==> src/rtl/alu_arbiter.sv <==
// Two-requester arbiter/sequencer for a shared combinational ALU: 1-cycle EXEC (MULDIV_CYCLES for MUL/DIV), response held until resp_ready.
// Define ARB_ROUND_ROBIN_EN for round-robin on simultaneous requests; default build is fixed priority (requester 0 wins).
module alu_arbiter #(
  parameter int MULDIV_CYCLES = 4,
  parameter int WIDTH         = 32
) (
  input  logic               clk,
  input  logic               rst_n,
  input  logic [1:0]         req_valid,
  output logic [1:0]         req_ready,
  input  logic [11:0]        req_func,
  input  logic [2*WIDTH-1:0] req_a,
  input  logic [2*WIDTH-1:0] req_b,
  output logic [5:0]         alu_func,
  output logic [WIDTH-1:0]   alu_a,
  output logic [WIDTH-1:0]   alu_b,
  input  logic [WIDTH-1:0]   alu_out,
  output logic               resp_valid,
  input  logic               resp_ready,
  output logic               resp_id,
  output logic [WIDTH-1:0]   resp_data,
  output logic               resp_err,
  output logic               busy
);

  localparam logic [1:0] S_IDLE = 2'd0;
  localparam logic [1:0] S_EXEC = 2'd1;
  localparam logic [1:0] S_RESP = 2'd2;

  localparam logic [5:0] FUNC_MUL  = 6'd2;
  localparam logic [5:0] FUNC_DIV  = 6'd3;
  localparam logic [5:0] FUNC_LAST = 6'd5;
  localparam logic [3:0] CNT_LOAD  = 4'(MULDIV_CYCLES - 1);

  logic [1:0]       state_q, state_d;
  logic [3:0]       cnt_q, cnt_d;
  logic [5:0]       func_q, func_d;
  logic [WIDTH-1:0] a_q, a_d;
  logic [WIDTH-1:0] b_q, b_d;
  logic             id_q, id_d;
  logic             resp_id_q, resp_id_d;
  logic [WIDTH-1:0] resp_data_q, resp_data_d;
  logic             resp_err_q, resp_err_d;
`ifdef ARB_ROUND_ROBIN_EN
  logic             last_q, last_d;
`endif

  logic             gnt_vld;
  logic             gnt_id;
  logic [5:0]       sel_func;
  logic [WIDTH-1:0] sel_a;
  logic [WIDTH-1:0] sel_b;

  always_comb begin
    gnt_vld = 1'b0;
    gnt_id  = 1'b0;
    if (state_q == S_IDLE) begin
      case (req_valid)
        2'b01: begin
          gnt_vld = 1'b1;
          gnt_id  = 1'b0;
        end
        2'b10: begin
          gnt_vld = 1'b1;
          gnt_id  = 1'b1;
        end
        2'b11: begin
          gnt_vld = 1'b1;
`ifdef ARB_ROUND_ROBIN_EN
          gnt_id  = ~last_q;
`else
          gnt_id  = 1'b0;
`endif
        end
        default: begin
          gnt_vld = 1'b0;
          gnt_id  = 1'b0;
        end
      endcase
    end
  end

  assign req_ready = gnt_vld ? (gnt_id ? 2'b10 : 2'b01) : 2'b00;
  assign sel_func  = gnt_id ? req_func[11:6] : req_func[5:0];
  assign sel_a     = gnt_id ? req_a[2*WIDTH-1:WIDTH] : req_a[WIDTH-1:0];
  assign sel_b     = gnt_id ? req_b[2*WIDTH-1:WIDTH] : req_b[WIDTH-1:0];

  always_comb begin
    state_d     = state_q;
    cnt_d       = cnt_q;
    func_d      = func_q;
    a_d         = a_q;
    b_d         = b_q;
    id_d        = id_q;
    resp_id_d   = resp_id_q;
    resp_data_d = resp_data_q;
    resp_err_d  = resp_err_q;
`ifdef ARB_ROUND_ROBIN_EN
    last_d      = last_q;
`endif
    case (state_q)
      S_IDLE: begin
        if (gnt_vld) begin
          func_d  = sel_func;
          a_d     = sel_a;
          b_d     = sel_b;
          id_d    = gnt_id;
          cnt_d   = (sel_func == FUNC_MUL || sel_func == FUNC_DIV) ? CNT_LOAD : 4'd0;
          state_d = S_EXEC;
`ifdef ARB_ROUND_ROBIN_EN
          last_d  = gnt_id;
`endif
        end
      end
      S_EXEC: begin
        if (cnt_q != 4'd0) begin
          cnt_d = cnt_q - 4'd1;
        end else begin
          resp_id_d = id_q;
          state_d   = S_RESP;
          // Error results override whatever the ALU produced.
          if (func_q > FUNC_LAST) begin
            resp_err_d  = 1'b1;
            resp_data_d = '0;
          end else if (func_q == FUNC_DIV && b_q == '0) begin
            resp_err_d  = 1'b1;
            resp_data_d = '1;
          end else begin
            resp_err_d  = 1'b0;
            resp_data_d = alu_out;
          end
        end
      end
      S_RESP: begin
        if (resp_ready) state_d = S_IDLE;
      end
      default: state_d = S_IDLE;
    endcase
  end

  always_ff @(posedge clk) begin
    if (!rst_n) begin
      state_q     <= S_IDLE;
      cnt_q       <= 4'd0;
      func_q      <= 6'd0;
      a_q         <= '0;
      b_q         <= '0;
      id_q        <= 1'b0;
      resp_id_q   <= 1'b0;
      resp_data_q <= '0;
      resp_err_q  <= 1'b0;
`ifdef ARB_ROUND_ROBIN_EN
      last_q      <= 1'b1;
`endif
    end else begin
      state_q     <= state_d;
      cnt_q       <= cnt_d;
      func_q      <= func_d;
      a_q         <= a_d;
      b_q         <= b_d;
      id_q        <= id_d;
      resp_id_q   <= resp_id_d;
      resp_data_q <= resp_data_d;
      resp_err_q  <= resp_err_d;
`ifdef ARB_ROUND_ROBIN_EN
      last_q      <= last_d;
`endif
    end
  end

  // Operands reach the ALU only while executing so it sees zeros when idle.
  assign alu_func   = (state_q == S_EXEC) ? func_q : 6'd0;
  assign alu_a      = (state_q == S_EXEC) ? a_q : '0;
  assign alu_b      = (state_q == S_EXEC) ? b_q : '0;
  assign resp_valid = (state_q == S_RESP);
  assign resp_id    = resp_id_q;
  assign resp_data  = resp_data_q;
  assign resp_err   = resp_err_q;
  assign busy       = (state_q != S_IDLE);

endmodule

==> config.mk <==
export PLATFORM = sky130hd
export DESIGN_NAME = alu_arbiter
export DESIGN_NICKNAME = d
export VERILOG_FILES = /design/src/rtl/alu_arbiter.sv
export SDC_FILE = /design/constraint.sdc
export NUM_CORES = 1
export LEC_CHECK = 0
export ABC_AREA = 1
export BUFFER_PORTS_ARGS = -buffer_cell sky130_fd_sc_hd__buf_2
export CAP_MARGIN = 40
export CORE_MARGIN = 1
export CORE_UTILIZATION = 39
export DETAILED_ROUTE_END_ITERATION = 8
export MAX_ROUTING_LAYER = met4
export PLACE_DENSITY = 0.72
export SYNTH_ARGS = -nofsm -noshare
export SYNTH_HDL_FRONTEND = slang
export SYNTH_SLANG_ARGS = --single-unit
==> constraint.sdc <==
create_clock -name clk -period 2.9 [get_ports clk]
set_input_delay 0.435 -clock clk [delete_from_list [all_inputs] [get_ports clk]]
set_output_delay 0.435 -clock clk [all_outputs]
set_load 0.01 [all_outputs]
# Word level (Yosys, flattened, before mapping)
# Cells that the tools add are included.
dict set report word_totals {
  register_bits 111
  latchBits 0
  ram_bits 0
  mem_bits_ro 0
  in_bits 177
  output_inout_bits 108
  word_cells 60
  n_memories 0
}
dict set report op_classes {
  add_sub_neg 1
  multipliers 0
  div_mod_pow 0
  magnitude_cmp 1
  n_eq_ne 12
  shifts 0
  muxes 24
  bitwise 1
  reduce_logical 12
}
# op count
set ops {}
lappend ops {{32-bit two-way mux} 6}
lappend ops {{32-bit logical NOT} 1}
lappend ops {{6-bit by 2-bit == test with 1-bit output, second input constant} 3}
lappend ops {{2-bit two-way mux} 6}
lappend ops {{6-bit two-way mux} 2}
lappend ops {{4-bit two-way mux} 2}
lappend ops {{4-bit one-hot mux with 2 select lines} 1}
lappend ops {{2-bit == test, second input constant} 3}
lappend ops {{6-bit by 3-bit > comparator with 1-bit output, second input constant} 1}
lappend ops {{1-bit two-way mux} 6}
lappend ops {{2-bit != test, second input constant} 3}
lappend ops {{2-bit one-hot mux with 3 select lines} 1}
lappend ops {{3-bit AND reduction} 2}
lappend ops {{2-bit by 1-bit == test with 1-bit output, second input constant} 2}
lappend ops {{2-bit AND reduction} 2}
lappend ops {{2-bit nonzero test} 2}
lappend ops {{4-bit nonzero test} 1}
lappend ops {{4-bit by 1-bit subtractor with 4-bit output, second input constant} 1}
lappend ops {{3-bit OR reduction} 1}
lappend ops {{2-bit logical NOT} 1}
lappend ops {{2-bit by 1-bit != test with 1-bit output, second input constant} 1}
lappend ops {{1-bit logical AND} 1}
lappend ops {{1-bit logical OR} 1}
lappend ops {{1-bit inverter} 1}

# Depth between registers and ports, before layout
dict set report depth {
  depth_word 9
  depth_mapped 11
  mapped_depth_nobuf 10
}

# Worst setup path before layout
# Ideal clock, no wire load.
dict set report synth_path {
  path_kind {in2out}
  start {input req_valid[1]}
  end {output req_ready[1]}
  arrival_time_ns 1.014
  required_time_ns 2.465
  slack_ns 1.451
  path_stages 6
  n_path_buf 2
  cell_sequence {inv_1 > nor2_1 > nand2_1 > inv_2 > buf_4 > buf_2}
}
dict set report synth_via {
  elab_chain_len 5
  elab_cells_between_ends 10
  cone_classes {eq/ne: 3; mux: 6; reduce/logical: 1}
}
# item line_no
set synth_rtl {}
lappend synth_rtl {{start: declaration} 9} ;# input logic [1:0] req_valid,
lappend synth_rtl {{2-bit == test / 2-bit by 1-bit == test with 1-bit output (equally long branches)} 58} ;# case (req_valid)
lappend synth_rtl {{3-bit OR reduction (no source line) / 1-bit two-way mux (equally long branches)} -}
lappend synth_rtl {{1-bit two-way mux, on equally long branches} {58, 57}}
lappend synth_rtl {{1-bit two-way mux / 2-bit two-way mux (equally long branches)} {57, 83}}
lappend synth_rtl {{2-bit two-way mux *} 83} ;# assign req_ready = gnt_vld ? (gnt_id ? 2'b10 : 2'b01) : 2'b00;
lappend synth_rtl {{end: declaration} 10} ;# output logic [1:0] req_ready,
# Mark *: on every way between the ends. The rest lies on a longest branch, timed or not.

# Final worst setup path
dict set report layout_path {
  start {register state_q[1]}
  end {output req_ready[0]}
}
dict set report layout_via {
  elab_chain_len 4
  elab_cells_between_ends 5
  cone_classes {mux: 4; reduce/logical: 1}
}
# item line_no
set layout_rtl {}
lappend layout_rtl {{start: declaration} 35} ;# logic [1:0] state_q, state_d;
lappend layout_rtl {{start signal: assignment} 156} ;# state_q <= state_d;
lappend layout_rtl {{2-bit logical NOT *} 57} ;# if (state_q == S_IDLE) begin
lappend layout_rtl {{1-bit two-way mux} 57}
lappend layout_rtl {{2-bit two-way mux} 83}
lappend layout_rtl {{2-bit two-way mux *} 83}
# Marked as above.

==> results.sh <==
export IMPL_status="completed"
export IMPL_worst_setup_path_type="flip-flop to primary output"
export IMPL_power_frac_comb_pct=34.8
export IMPL_post_place_ws_ns=0.847
export IMPL_post_cts_buffers=0
export IMPL_seqPwrFrac_pct=40.3
export IMPL_p_leak_nw=3.54
export IMPL_grt_pass1_vias=4924
export IMPL_hold_path_class="input port to flip-flop"
export IMPL_clkPwrFrac_pct=24.9
export IMPL_finalSetupViolations=0
export IMPL_grt_use_total_pct=23.8
export IMPL_dieArea_sq_um=13600
export IMPL_cts_tree="built"
export IMPL_rows=41
export IMPL_worstReg2RegStart="cnt_q[0]"
export IMPL_initial_utilization_pct=40.4
export IMPL_antenna_found_initial=3
export IMPL_routed_wl_um=16400
export IMPL_yosysTopAreaCellShare_pct=43.3
export IMPL_synthMuxAreaShare_pct=0
export IMPL_max_freq_mhz=428
export IMPL_grt_util_met3_pct=4.17
export IMPL_io_buffers=284
export IMPL_drt_iter0_markers=347
export IMPL_final_period_utilization_pct=80.6
export IMPL_ys_ff_latch=111
export IMPL_synth_nets=949
export IMPL_critPathCaptureType="primary output"
export IMPL_maxSlewViolCount=0
export IMPL_power_per_cell_area_nw_per_um2=699
export IMPL_dr_pass1_iters=5
export IMPL_busiest_layer="met2"
export IMPL_place_congestion=0.872
export IMPL_switching_power_mw=1.75
export IMPL_yosysWarnings=0
export IMPL_syn_to_final_growth_pct=34.6
export IMPL_fin_skew_ns=0.00446
export IMPL_vias=5684
export IMPL_dp_hpwl_um=11400
export IMPL_switching_share_pct=36.2
export IMPL_layout_nets=1203
export IMPL_cp_required_ns=2.47
export IMPL_setup_tns_ns=0
export IMPL_grt_util_met1_pct=27.9
export IMPL_synth_area_leaders="dfxtp_1, nor2_1, nand2_1, inv_1, o22ai_1"
export IMPL_crit_path_start_kind="flip-flop"
export IMPL_synth_seq_area_share_pct=43.3
export IMPL_internal_power_mw=3.08
export IMPL_cts_htree_levels=3
export IMPL_syn_avg_cell_area_sq_um=6.67
export IMPL_worst_slew_pin_slew_ns=0.813
export IMPL_min_delay_start="resp_ready"
export IMPL_die_x_um=117
export IMPL_maxSlewHeadroom_pct=45.8
export IMPL_crit_path_start="state_q[1]"
export IMPL_cts_sinks=111
export IMPL_synth_compound_area_share_pct=19.7
export IMPL_core_area_sq_um=12700
export IMPL_min_period_ns=2.34
export IMPL_viasPerCell=4.73
export IMPL_use_met2_pct=39.9
export IMPL_crit_arrival_ns=1.90
export IMPL_cts_buffers=9
export IMPL_layout_drive_gt1_share_pct=30.8
export IMPL_die_h_um=117
export IMPL_synth_top_area_cell="dfxtp_1"
export IMPL_synthesis_area_sq_um=5140
export IMPL_synth_fa_ha_area_share_pct=0.487
export IMPL_synth_cell_type_count=25
export IMPL_route_antenna_remaining_nets=0
export IMPL_rsz0062_at_grt="false"
export IMPL_setup_ws_ns=0.563
export IMPL_syn_inst=770
export IMPL_cts_resized=0
export IMPL_critPathMaxFanout=11
export IMPL_max_clock_path_buffers=2
export IMPL_grt_max_degree=73
export IMPL_path_clk_slew_ns=0.07
export IMPL_grt_ovfl_total=0
export IMPL_clk_latency_ns=0.35
export IMPL_drc=0
export IMPL_clock_tree_root_cell="clkbuf_16"
export IMPL_grt_pass1_wl_um=24100
export IMPL_synth_simple_gate_area_share_pct=23.2
export IMPL_hold_violations=0
export IMPL_wl_per_cell_um=13.7
export IMPL_synth_top_family_by_area="simple AND/OR/NAND/NOR gates"
export IMPL_maxCapViolCount=0
export IMPL_worst_ir_drop_vdd_v=0.000319
export IMPL_pin_count=285
export IMPL_synthXorXnorAreaFrac_pct=0
export IMPL_hold_buffers=0
-- cell families (layout without fill, tap and decap cells) --
family	Yosys count	after routing
flip-flops	111	111
AND/OR/NAND/NOR	305	305
other	0	3
adder cells (fa/ha/maj)	2	2
AO/OA/AOI/OAI	184	184
buffers and inverters	168	425
-- worst paths after layout --
kind              cells past startpoint  slack (ns)       endpoint
hold / removal                        4        0.34     state_q[1]
setup / recovery                      4        0.56   req_ready[0]
setup reg to reg                      8        1.09   resp_data[8]
hold reg to reg                       2        0.46  resp_data[30]
-- per-layer routing --
| metal | vias up | wire length (um) |
|---|---|---|
| li1 | 2936 | - |
| met1 | 2522 | 6930 |
| met2 | 200 | 7940 |
| met3 | 26 | 1070 |
| met4 | 0 | 482 |
| met5 | - | 0 |
-- power by group through the flow --
stage / Clock (mW) / Sequential [mW] / Combinational [mW]
2_1_floorplan: 0 / 1.99 / 1.10
3_3_place_gp: 0 / 1.97 / 1.67
3_5_place_dp: 0 / 1.98 / 1.68
4_1_cts: 1.24 / 1.95 / 1.69
5_1_grt: 1.30 / 1.98 / 1.88
6_report: 1.21 / 1.95 / 1.68
-- layout by cell type, fill, tap and decap left out --
cell and instances:
nor2_2 1, nand4_1 1, o21ai_2 1, nand3b_1 1, buf_4 5, nor2_8 1, clkbuf_16 9, nor2_1 163
nand2_2 3, clkbuf_8 4, ha_1 2, nand2_1 127, inv_4 1, nor2_4 2, nand3_1 1, clkbuf_1 1
buf_12 2, o21ai_0 69, o21ai_1 5, inv_2 3, inv_1 116, a21oi_1 40, buf_2 284, diode_2 3
dfxtp_1 111, nor3_1 5, o22ai_1 69
-- cell type report --
class	count	area, sq um
Fill cell	1316	5810
Multi-Input combinational cell	491	2240
Sequential cell	111	2220
Timing Repair Buffer	291	1500
Inverter	120	453
Clock buffer	14	284
Tap cell	172	215
Antenna cell	3	7.51
-- metrics by stage --
| stage | utilization, % | cells | area, sq um | hold WS (ns) | power (mW) |
|---|---|---|---|---|---|
| final | 54.4 | 1202 | 6920 | 0.335 | 4.83 |
| after global placement | 52.1 | 1185 | 6630 | 0.449 | 3.64 |
| after floorplan | - | 770 | 5140 | 0.440 | 3.09 |
| after global routing | 54.4 | 1202 | 6920 | 0.332 | 5.15 |
| after CTS | 54.3 | 1199 | 6910 | 0.322 | 4.87 |
| after detailed placement | 52.1 | 1185 | 6630 | 0.455 | 3.66 |
-- state kept, by name, indices dropped and copies added, names as in the netlist --
name	count
a_q	32
b_q	32
resp_data	32
func_q	6
cnt_q	4
state_q	2
id_q	1
resp_err	1
resp_id	1
-- synth_stat cells, drive strengths merged --
cell	instances
nand3	1
clkbuf	23
inv	120
nand3b	1
nor2	167
nand2	130
dfxtp	111
nand4	1
nor3	5
o22ai	69
ha	2
o21ai	75
buf	25
a21oi	40
-- worst max-delay path, cell delays in order, from the launching register on --
cell	delay, ns
dfxtp_1	0.33
nor2_2	0.19
o21ai_2	0.16
nor2_1	0.61
buf_2	0.25
Power figures use the tool's default switching activity.
